==> config.mk <==
export PLATFORM = sky130hd
export DESIGN_NAME = multicycle_control
export DESIGN_NICKNAME = d
export VERILOG_FILES = /design/src/rtl/multicycle_control.sv
export SDC_FILE = /design/constraint.sdc
export NUM_CORES = 1
export LEC_CHECK = 0
export ABC_AREA = 0
export BUFFER_PORTS_ARGS = -buffer_cell sky130_fd_sc_hd__buf_2
export CAP_MARGIN = 10
export CORE_MARGIN = 10
export CORE_UTILIZATION = 45
export DETAILED_ROUTE_END_ITERATION = 12
export PLACE_DENSITY = 0.78
export SYNTH_ARGS = -nofsm -noshare
export SYNTH_HDL_FRONTEND = slang
export SYNTH_SLANG_ARGS = --single-unit
==> constraint.sdc <==
create_clock -name clk -period 1.5 [get_ports clk]
set_input_delay 0.15 -clock clk [delete_from_list [all_inputs] [get_ports clk]]
set_output_delay 0.15 -clock clk [all_outputs]
set_load 0.02 [all_outputs]
==> src/rtl/multicycle_control.sv <==
// Main control FSM for the multi-cycle MIPS datapath. It steps each instruction
// through fetch, decode, execute, memory and write-back, and drives every datapath control.
module multicycle_control (
  input  logic       clk,
  input  logic       rst_n,
  input  logic [5:0] opcode,
  input  logic       jr,
  input  logic       mem_ready,
  output logic       mem_read,
  output logic       mem_write,
  output logic       iord,
  output logic       ir_write,
  output logic       pc_write,
  output logic       pc_write_cond,
  output logic [1:0] pc_source,
  output logic       alu_src_a,
  output logic [1:0] alu_src_b,
  output logic [2:0] alu_op,
  output logic       reg_write,
  output logic       reg_dst,
  output logic       mem_to_reg,
  output logic       illegal_op,
  output logic [3:0] state
);

  // Memory handshake: mem_read/mem_write and iord stay asserted and constant
  // until the cycle in which mem_ready=1, which is the cycle the transfer
  // completes. mem_ready is not looked at in any other state.
  typedef enum logic [3:0] {
    S_IDLE   = 4'd0,
    S_FETCH  = 4'd1,
    S_DECODE = 4'd2,
    S_MEMADR = 4'd3,
    S_MEMRD  = 4'd4,
    S_MEMWB  = 4'd5,
    S_MEMWR  = 4'd6,
    S_EXEC   = 4'd7,
    S_ALUWB  = 4'd8,
    S_BRANCH = 4'd9,
    S_IEXEC  = 4'd10,
    S_IWB    = 4'd11,
    S_JUMP   = 4'd12
  } state_e;

  localparam logic [5:0] OP_RTYPE = 6'b000000;
  localparam logic [5:0] OP_LW    = 6'b100011;
  localparam logic [5:0] OP_SW    = 6'b101011;
  localparam logic [5:0] OP_BEQ   = 6'b000100;
  localparam logic [5:0] OP_J     = 6'b000010;
  localparam logic [5:0] OP_ADDI  = 6'b001000;
  localparam logic [5:0] OP_ANDI  = 6'b001100;
  localparam logic [5:0] OP_ORI   = 6'b001101;

  state_e state_q, state_d;
  logic   illegal_q, illegal_d;

  always_ff @(posedge clk or negedge rst_n) begin
    if (!rst_n) begin
      state_q   <= S_IDLE;
      illegal_q <= 1'b0;
    end else begin
      state_q   <= state_d;
      illegal_q <= illegal_d;
    end
  end

  always_comb begin
    state_d       = state_q;
    illegal_d     = illegal_q;
    mem_read      = 1'b0;
    mem_write     = 1'b0;
    iord          = 1'b0;
    ir_write      = 1'b0;
    pc_write      = 1'b0;
    pc_write_cond = 1'b0;
    pc_source     = 2'b00;
    alu_src_a     = 1'b0;
    alu_src_b     = 2'b00;
    alu_op        = 3'b000;
    reg_write     = 1'b0;
    reg_dst       = 1'b0;
    mem_to_reg    = 1'b0;

    case (state_q)
      S_IDLE: state_d = S_FETCH;
      S_FETCH: begin
        mem_read  = 1'b1;
        alu_src_b = 2'b01;
        // IR load and PC+4 happen only in the cycle the fetch completes
        ir_write  = mem_ready;
        pc_write  = mem_ready;
        if (mem_ready) state_d = S_DECODE;
      end
      S_DECODE: begin
        alu_src_b = 2'b11;
        case (opcode)
          OP_RTYPE:                   state_d = S_EXEC;
          OP_LW, OP_SW:               state_d = S_MEMADR;
          OP_BEQ:                     state_d = S_BRANCH;
          OP_J:                       state_d = S_JUMP;
          OP_ADDI, OP_ANDI, OP_ORI:   state_d = S_IEXEC;
          default: begin
            state_d   = S_FETCH;
            illegal_d = 1'b1;
          end
        endcase
      end
      S_MEMADR: begin
        alu_src_a = 1'b1;
        alu_src_b = 2'b10;
        state_d   = (opcode == OP_LW) ? S_MEMRD : S_MEMWR;
      end
      S_MEMRD: begin
        iord     = 1'b1;
        mem_read = 1'b1;
        if (mem_ready) state_d = S_MEMWB;
      end
      S_MEMWB: begin
        mem_to_reg = 1'b1;
        reg_write  = 1'b1;
        state_d    = S_FETCH;
      end
      S_MEMWR: begin
        iord      = 1'b1;
        mem_write = 1'b1;
        if (mem_ready) state_d = S_FETCH;
      end
      S_EXEC: begin
        alu_src_a = 1'b1;
        alu_op    = 3'b010;
        pc_source = 2'b11;
        // jr is resolved by ALU control from funct; it redirects PC and skips write-back
        pc_write  = jr;
        state_d   = jr ? S_FETCH : S_ALUWB;
      end
      S_ALUWB: begin
        reg_dst   = 1'b1;
        reg_write = 1'b1;
        state_d   = S_FETCH;
      end
      S_BRANCH: begin
        alu_src_a     = 1'b1;
        alu_op        = 3'b001;
        pc_write_cond = 1'b1;
        pc_source     = 2'b01;
        state_d       = S_FETCH;
      end
      S_IEXEC: begin
        alu_src_a = 1'b1;
        alu_src_b = 2'b10;
        case (opcode)
          OP_ANDI: alu_op = 3'b100;
          OP_ORI:  alu_op = 3'b101;
          default: alu_op = 3'b000;
        endcase
        state_d = S_IWB;
      end
      S_IWB: begin
        reg_write = 1'b1;
        state_d   = S_FETCH;
      end
      S_JUMP: begin
        pc_write  = 1'b1;
        pc_source = 2'b10;
        state_d   = S_FETCH;
      end
      default: state_d = S_IDLE;
    endcase
  end

  assign illegal_op = illegal_q;
  assign state      = state_q;

endmodule
---- Word level (Yosys, flattened, before mapping) ----
Cells that the tools add are included.
word-level totals
  input port bits ......................... 10
  output and inout bits ................... 22
  word-level logic and storage cells ...... 59
  bits in registers ....................... 5
cells by class
  bitwise logic cells ..................... 1
  reductions and logical operators ........ 13
  mux-type cells .......................... 21
  equality and inequality tests ........... 22
operators by type and width
  cell                number
  $pmux 4 s8          1
  $eq 4x4->1 const B  5
  $pmux 4 s5          1
  $eq 6x4->1 const B  3
  $eq 4x3->1 const B  4
  $mux 4              4
  $eq 6x6->1 const B  2
  $pmux 2 s3          2
  $mux 1              9
  $pmux 3 s3          1
  $eq 4x2->1 const B  2
  $reduce_or 2->1     4
  $reduce_or 8->1     1
  $eq 6x2->1 const B  1
  $eq 6x3->1 const B  1
  $logic_not 6->1     1
  $ne 2x2->1 const B  3
  $pmux 3 s2          1
  $reduce_or 3->1     2
  $reduce_or 6->1     1
  $eq 4x1->1 const B  1
  $logic_not 4->1     1
  $reduce_or 4->1     1
  $pmux 1 s3          1
  other kinds (4)     4

---- Depth between registers and ports, before layout ----
Gate-level depths: netlist of run 1.
  depth after elaboration ................. 4
  gate-level depth with buffers ........... 6
  depth with buffers taken out ............ 4

---- Least setup slack after synthesis of run 1 ----
No wires, ideal clock.
  path kind ............................... register -> output
  start ................................... register state_q[0], in the netlist state[0]
  end ..................................... output mem_read
  data arrival time ....................... 1.413 ns
  required time ........................... 1.350 ns
  stages on the path, launching flop included .. 5
  slack ................................... -0.063 ns
  buffers on the path ..................... 2
  cells stage by stage .................... dfrtp_1 > buf_2 > buf_2 > xnor2_1 > nor3_1
on the way
  word-level cells in the longest chain between the ends .. 3
  elaborated cells between the ends (all ways) .. 4
  classes of those cells .................. eq/ne (2); mux (1); reduce/logical (1)
RTL lines
  item                                      RTL line  source
  start, declared                           54        state_e state_q, state_d;
  start signal, assigned                    62        state_q <= state_d;
  $eq 4x3->1 or $eq 4x1->1 (tied branches)  84        case (state_q)
  $reduce_or 2->1 (no line) *               --
  $mux 1 *                                  84
  end, declared                             9         output logic mem_read,
Mark *: on every way between the ends. The rest lies on a longest branch, timed or not.

---- Final worst setup path of run 1 ----
  start ................................... register state_q[0], in the netlist state[0]
  end ..................................... output pc_write
on the way
  word-level cells in the longest chain between the ends .. 2
  elaborated cells between the ends (all ways) .. 4
  classes of those cells .................. eq/ne (3); mux (1)
RTL lines
  item                                RTL line  source
  $eq 4x4->1 (tied with other cells)  84
  $pmux 1 s3 *                        84
  end, declared                       13        output logic pc_write,
Marks and branches as above.

==> flow_metrics.py, run 1 <==
metrics = {
    "timing": {
        "worst_pin_slew_ns": 0.338,
        "fmax_mhz": 630,
        "hold_viol": 0,
        "setup_viol_count_final": 7,
        "setup_tns_ns": -0.251,
        "slew_viol_final": 0,
        "skew_ns": 0.00473,
        "timing.final.crit_share_pct": 106,
        "relSlewSlack_pct": 77.3,
        "setup_slack_ns": -0.0861,
        "rsz0062_at_grt": "yes",
        "finalCriticalPeriod_ns": 1.59,
    },
    "yosys": {
        "synthArstFlopShare_pct": 100,
        "synth_edf_count": 0,
        "ys_seq_elements": 5,
        "yosysUniqueCellTypes": 37,
        "synth_warnings": 0,
        "avgSynthCellArea_um2": 6.91,
        "syn_nets": 109,
        "syn_inst": 99,
        "synth_seq_area_share_pct": 18.3,
        "synth_ff_type": "dfrtp_1",
        "syn_area_um2": 684,
    },
    "finish": {
        "multi_input_area_um2": 569,
        "ff_latch_area_um2": 130,
        "num-fill-cells": 107,
        "num-nets-final": 156,
        "final_util_pct": 75.1,
        "final_cells": 161,
        "area_growth_syn_to_layout_pct": 61.4,
        "antenna_cells": 0,
        "drive_above_1_share_pct": 53.1,
    },
    "placement": {
        "place_congestion": 0.926,
        "port_buffers": 31,
        "dp_cells": 151,
        "dp_hpwl_mm": 1.82,
        "place_ws_ns": 0.0704,
    },
    "pwr": {
        "pwr_density_cell_nw_per_um2": 1930,
        "p_leak_uw": 0.000499,
        "peakVddDrop_mv": 0.942,
    },
    "floorplanning": {
        "num_rows": 14,
        "die_w_um": 59,
        "start_util_pct": 46.5,
        "io_pins": 32,
        "die_y_um": 59,
        "coreArea_um2": 1470,
        "dieArea_um2": 3480,
    },
    "route": {
        "drc_errors": 0,
        "viasPerCell": 5.99,
        "post_drt_wl_per_cell_um": 16.3,
        "drt_iter0_drc": 27,
        "postRouteAntennaNets": 0,
        "firstDrtPassIters": 5,
        "vias": 965,
        "totalWireLength_mm": 2.62,
    },
    "grt": {
        "grt_overflow": 0,
        "grt_usage_pct": 14.5,
        "grt_max_degree": 10,
        "antenna_found_initial": 0,
        "grt_first_pass_wirelength_mm": 4.20,
        "first_global_vias": 937,
    },
    "run_status": {
        "violations": "negative setup slack",
        "status": "finished with violations",
    },
    "critical_path": {
        "critical_path_arrival_ns": 1.44,
        "cpMostUsedCell": "buf_6",
        "required_ns": 1.35,
        "cp-end-kind": "output port",
        "cp_cell_sequence": "buf_6 -> nor2b_4 -> and3_4 -> a21o_1 -> buf_6",
        "crit_path_max_fanout": 8,
        "max_stage_delay_ns": 0.47,
        "cp-start-kind": "flip-flop",
        "path_class": "flip-flop to output port",
        "cp_slowest_cell": "dfrtp_2",
    },
    "cts": {
        "clk_path_buf_depth": 2,
        "clkTransAtPathRegs_ns": 0.04,
        "cts_tree": "done",
        "clock_latency_ns": 0.24,
        "htree_levels": 1,
        "cts_buffers": 3,
        "cts-root-buf": "clkbuf_4",
        "cts.sinks": 5,
    },
    "job": {
        "drv_cap": 0,
    },
    "hold_path": {
        "hp-class": "primary input to flip-flop",
    },
}
==> flip-flops by register name (all words and copies together), names as in the netlist <==
signal / count
state: 4
illegal_op: 1
==> area by class of cell <==
| cell class | instances | share of cell area (%) |
|---|---|---|
| sequential | 5 | 11.8 |
| clock buffer | 4 | 2.38 |
| multi-input combinational | 83 | 51.5 |
| timing repair buffer | 51 | 31.8 |
| tap | 16 | 1.81 |
| inverter | 2 | 0.680 |
==> placed cells by master (no fill, tap or decap), types with 2 or more instances in the layout <==
master,count
a211oi_2,3
a21oi_1,5
a32o_1,2
buf_2,21
buf_4,24
buf_6,5
clkbuf_4,3
dfrtp_2,4
nand2_1,4
nand2_2,2
nand2b_2,3
nand3_1,3
nor2_1,15
nor2_2,2
nor2b_1,5
nor2b_4,2
nor3_1,3
nor3_2,2
o21ai_0,4
o21ai_1,4
o22ai_1,3
o31ai_1,2
==> cells in the mapped netlist (all sizes together) (2+ instances only) <==
cell type / number / area share [%]
nor2: 17 / 9.3
nand3: 3 / 2.2
nor4: 2 / 4.0
o31ai: 2 / 2.2
buf: 8 / 6.9
a211oi: 3 / 4.0
nor3: 6 / 5.1
nand2b: 4 / 4.0
o22ai: 3 / 2.7
a32o: 2 / 2.9
nand2: 6 / 3.3
inv: 2 / 1.1
nor2b: 8 / 7.3
a21oi: 5 / 3.7
o21ai: 8 / 5.9
dfrtp: 5 / 18
==> stage by stage <==
stage          instance area, um^2  total power [uW]  hold slack (ns)
2_1_floorplan                  697              1160           -0.146
3_3_place_gp                   926              1600          -0.0349
3_5_place_dp                   926              1620          -0.0320
4_1_cts                       1070              2020            0.247
6_report                      1100              2130            0.250
5_1_grt                       1100              2280            0.261
==> kinds of logic (layout without fill, tap and decap cells) <==
family                    Yosys count  after routing  synth area share (%)
DFF                                 5              5                  18.3
AOI/OAI and AO/OA                  31             31                  31.3
xor gates and xnor gates            1              1                  1.28
buffers and inverters              11             57                  8.59
and+or+nand+nor                    51             51                  40.6
==> repair_timing <==
action,in CTS,in global routing
pin swaps,3,1
setup endpoints to repair,11,14
hold endpoints to repair,5,0
gates resized for setup,28,9
hold buffers,1,0
setup buffers,4,1
==> layer usage <==
metal  GRT usage (%)  part of all wire, %
met1            15.7                   38
met2            26.7                   54
met3            2.36                  6.5
met4            5.90                  2.0
met5               0                    0
==> final timing paths <==
check | slack, ns | depth (start not counted) | startpoint | end
worst max-delay path | -0.09 | 5 | state[0] | pc_write
worst min-delay path | 0.25 | 2 | opcode[4] | illegal_op
worst max register to register | 0.09 | 5 | state[1] | state[0]
worst min register to register | 0.50 | 1 | illegal_op | illegal_op
max in group asynchronous | 1.05 | 2 | rst_n | state[2]
min in group asynchronous | 0.30 | 2 | rst_n | illegal_op
==> report_power, final <==
part           total (uW)  switching (uW)  internal, uW
combinational        1700             927           775
clock                 151            50.7           100
sequential            279            89.9           189
==> worst max-delay path: cells and delay by family, from the launching register on <==
family / cells / cell delay, ns
compound gates: 1 / 0.16
buf+inv: 2 / 0.28
simple gates: 2 / 0.29
flops: 1 / 0.47
(Power assumes the default switching activity.)
==> inputs of run 2 (changes only) <==
RECOVER_POWER = 25   (was not set)
==> flow_metrics.py, run 2 (synthesized netlist as in run 1, its figures left out) <==
metrics = {
    "timing": {
        "slew_viol_final": 0,
        "whs_ns": 0.250,
        "relSlewSlack_pct": 77.3,
        "setup_tns_ns": -0.255,
        "fmax_mhz": 630,
        "timing.final.crit_share_pct": 106,
        "finalCriticalPeriod_ns": 1.59,
        "hold_viol": 0,
        "setup_viol_count_final": 7,
        "rsz0062_at_grt": "yes",
        "worst_pin_slew_ns": 0.338,
        "setup_slack_ns": -0.0866,
        "skew_ns": 0.00463,
    },
    "finish": {
        "antenna_cells": 0,
        "final_cell_mix": "buf_4 (24), buf_2 (20), nor2_1 (15)",
        "largest_reg_flops": 4,
        "area_growth_syn_to_layout_pct": 61.2,
        "layout_commonest_cell": "buf_4",
        "drive_above_1_share_pct": 52.4,
        "final_util_pct": 75.0,
        "stdcell_area_um2": 1100,
        "num-nets-final": 156,
    },
    "grt": {
        "first_global_vias": 937,
        "antenna_found_initial": 0,
        "grt_overflow": 0,
        "grt_max_degree": 10,
        "grt_usage_pct": 14.5,
        "grt_first_pass_wirelength_mm": 4.20,
    },
    "critical_path": {
        "reg2reg_to": "state[0]",
        "cp-start-kind": "flip-flop",
        "critical_path_arrival_ns": 1.44,
        "r2r_slack_ns": 0.09,
        "r2r_cells": 5,
        "path_class": "flip-flop to output port",
        "crit_path_end": "pc_write",
        "required_ns": 1.35,
        "cp-end-kind": "output port",
        "crit-reg2reg-launch": "state[1]",
        "crit_path_max_fanout": 8,
        "cp-startpoint": "state[0]",
    },
    "cts": {
        "clkTransAtPathRegs_ns": 0.04,
        "cts-root-buf": "clkbuf_4",
        "clk_path_buf_depth": 2,
        "cts_tree": "done",
        "cts_buffers": 3,
        "cts.sinks": 5,
        "htree_levels": 1,
        "clock_latency_ns": 0.24,
    },
    "route": {
        "firstDrtPassIters": 4,
        "totalWireLength_mm": 2.62,
        "viasPerCell": 6.00,
        "postRouteAntennaNets": 0,
        "drt_iter0_drc": 23,
        "drc_errors": 0,
        "post_drt_wl_per_cell_um": 16.3,
        "vias": 966,
    },
    "floorplanning": {
        "coreArea_um2": 1470,
        "num_rows": 14,
        "die_w_um": 59,
        "die_y_um": 59,
        "dieArea_um2": 3480,
        "start_util_pct": 46.5,
        "io_pins": 32,
    },
    "run_status": {
        "violations": "negative setup slack",
        "status": "finished with violations",
    },
    "placement": {
        "place_ws_ns": 0.0704,
        "dp_hpwl_mm": 1.82,
        "dpl_cell_area_um2": 926,
        "place_congestion": 0.926,
        "port_buffers": 31,
    },
    "hold_path": {
        "hp-class": "primary input to flip-flop",
        "min_path_cells": 2,
    },
    "pwr": {
        "peakVddDrop_mv": 0.942,
        "pwr_density_cell_nw_per_um2": 1930,
        "p_leak_uw": 0.000497,
    },
    "job": {
        "drv_cap": 0,
    },
}
run 2: worst max-delay path, stage by stage (launching register included):
cell	delay [ns]
dfrtp_2	0.47
buf_6	0.15
nor2b_4	0.12
and3_4	0.17
a21o_1	0.16
buf_6	0.13
run 2: worst min path at each step:
| stage | slack, ns | start | endpoint |
|---|---|---|---|
| 2_1_floorplan | -0.15 | rst_n | illegal_op |
| 3_3_place_gp | -0.03 | rst_n | state[2] |
| 3_5_place_dp | -0.03 | rst_n | state[3] |
| 4_1_cts | 0.25 | opcode[4] | illegal_op |
| 5_1_grt | 0.26 | opcode[4] | illegal_op |
| 6_report | 0.25 | opcode[4] | illegal_op |
run 2: where the power goes:
part           internal [uW]  switching (uW)
Combinational            775             926
Clock                    100            50.9
Sequential               189            90.0
run 2: final cells by class:
| type | count | area [um^2] |
|---|---|---|
| sequential | 5 | 130 |
| clock buffer | 4 | 26.3 |
| timing repair buffer | 51 | 350 |
| multi-input combinational | 83 | 569 |
| fill | 108 | 368 |
| inverter | 2 | 7.51 |
| tap | 16 | 20.0 |
run 2: metrics by stage:
stage          cells  total power, uW
6_report         161             2130
5_1_grt          161             2280
4_1_cts          160             2020
3_5_place_dp     151             1620
3_3_place_gp     151             1600
2_1_floorplan     99             1160
run 2: repair_timing:
item                                    CTS  global route
pin swaps                                 3             1
cloned                                    0             0
hold buffers                              1             0
resized for setup                        28             9
hold endpoints to repair                  5             0
endpoints found under the setup margin   11            14
buffers inserted                          4             1
run 2: per-layer routing:
layer	up-vias	GRT usage (%)	part of all wire, %
li1	457	-	-
met3	6	2.36	6.6
met5	-	0	0
met1	452	15.7	38
met2	51	26.7	54
met4	0	5.90	1.9
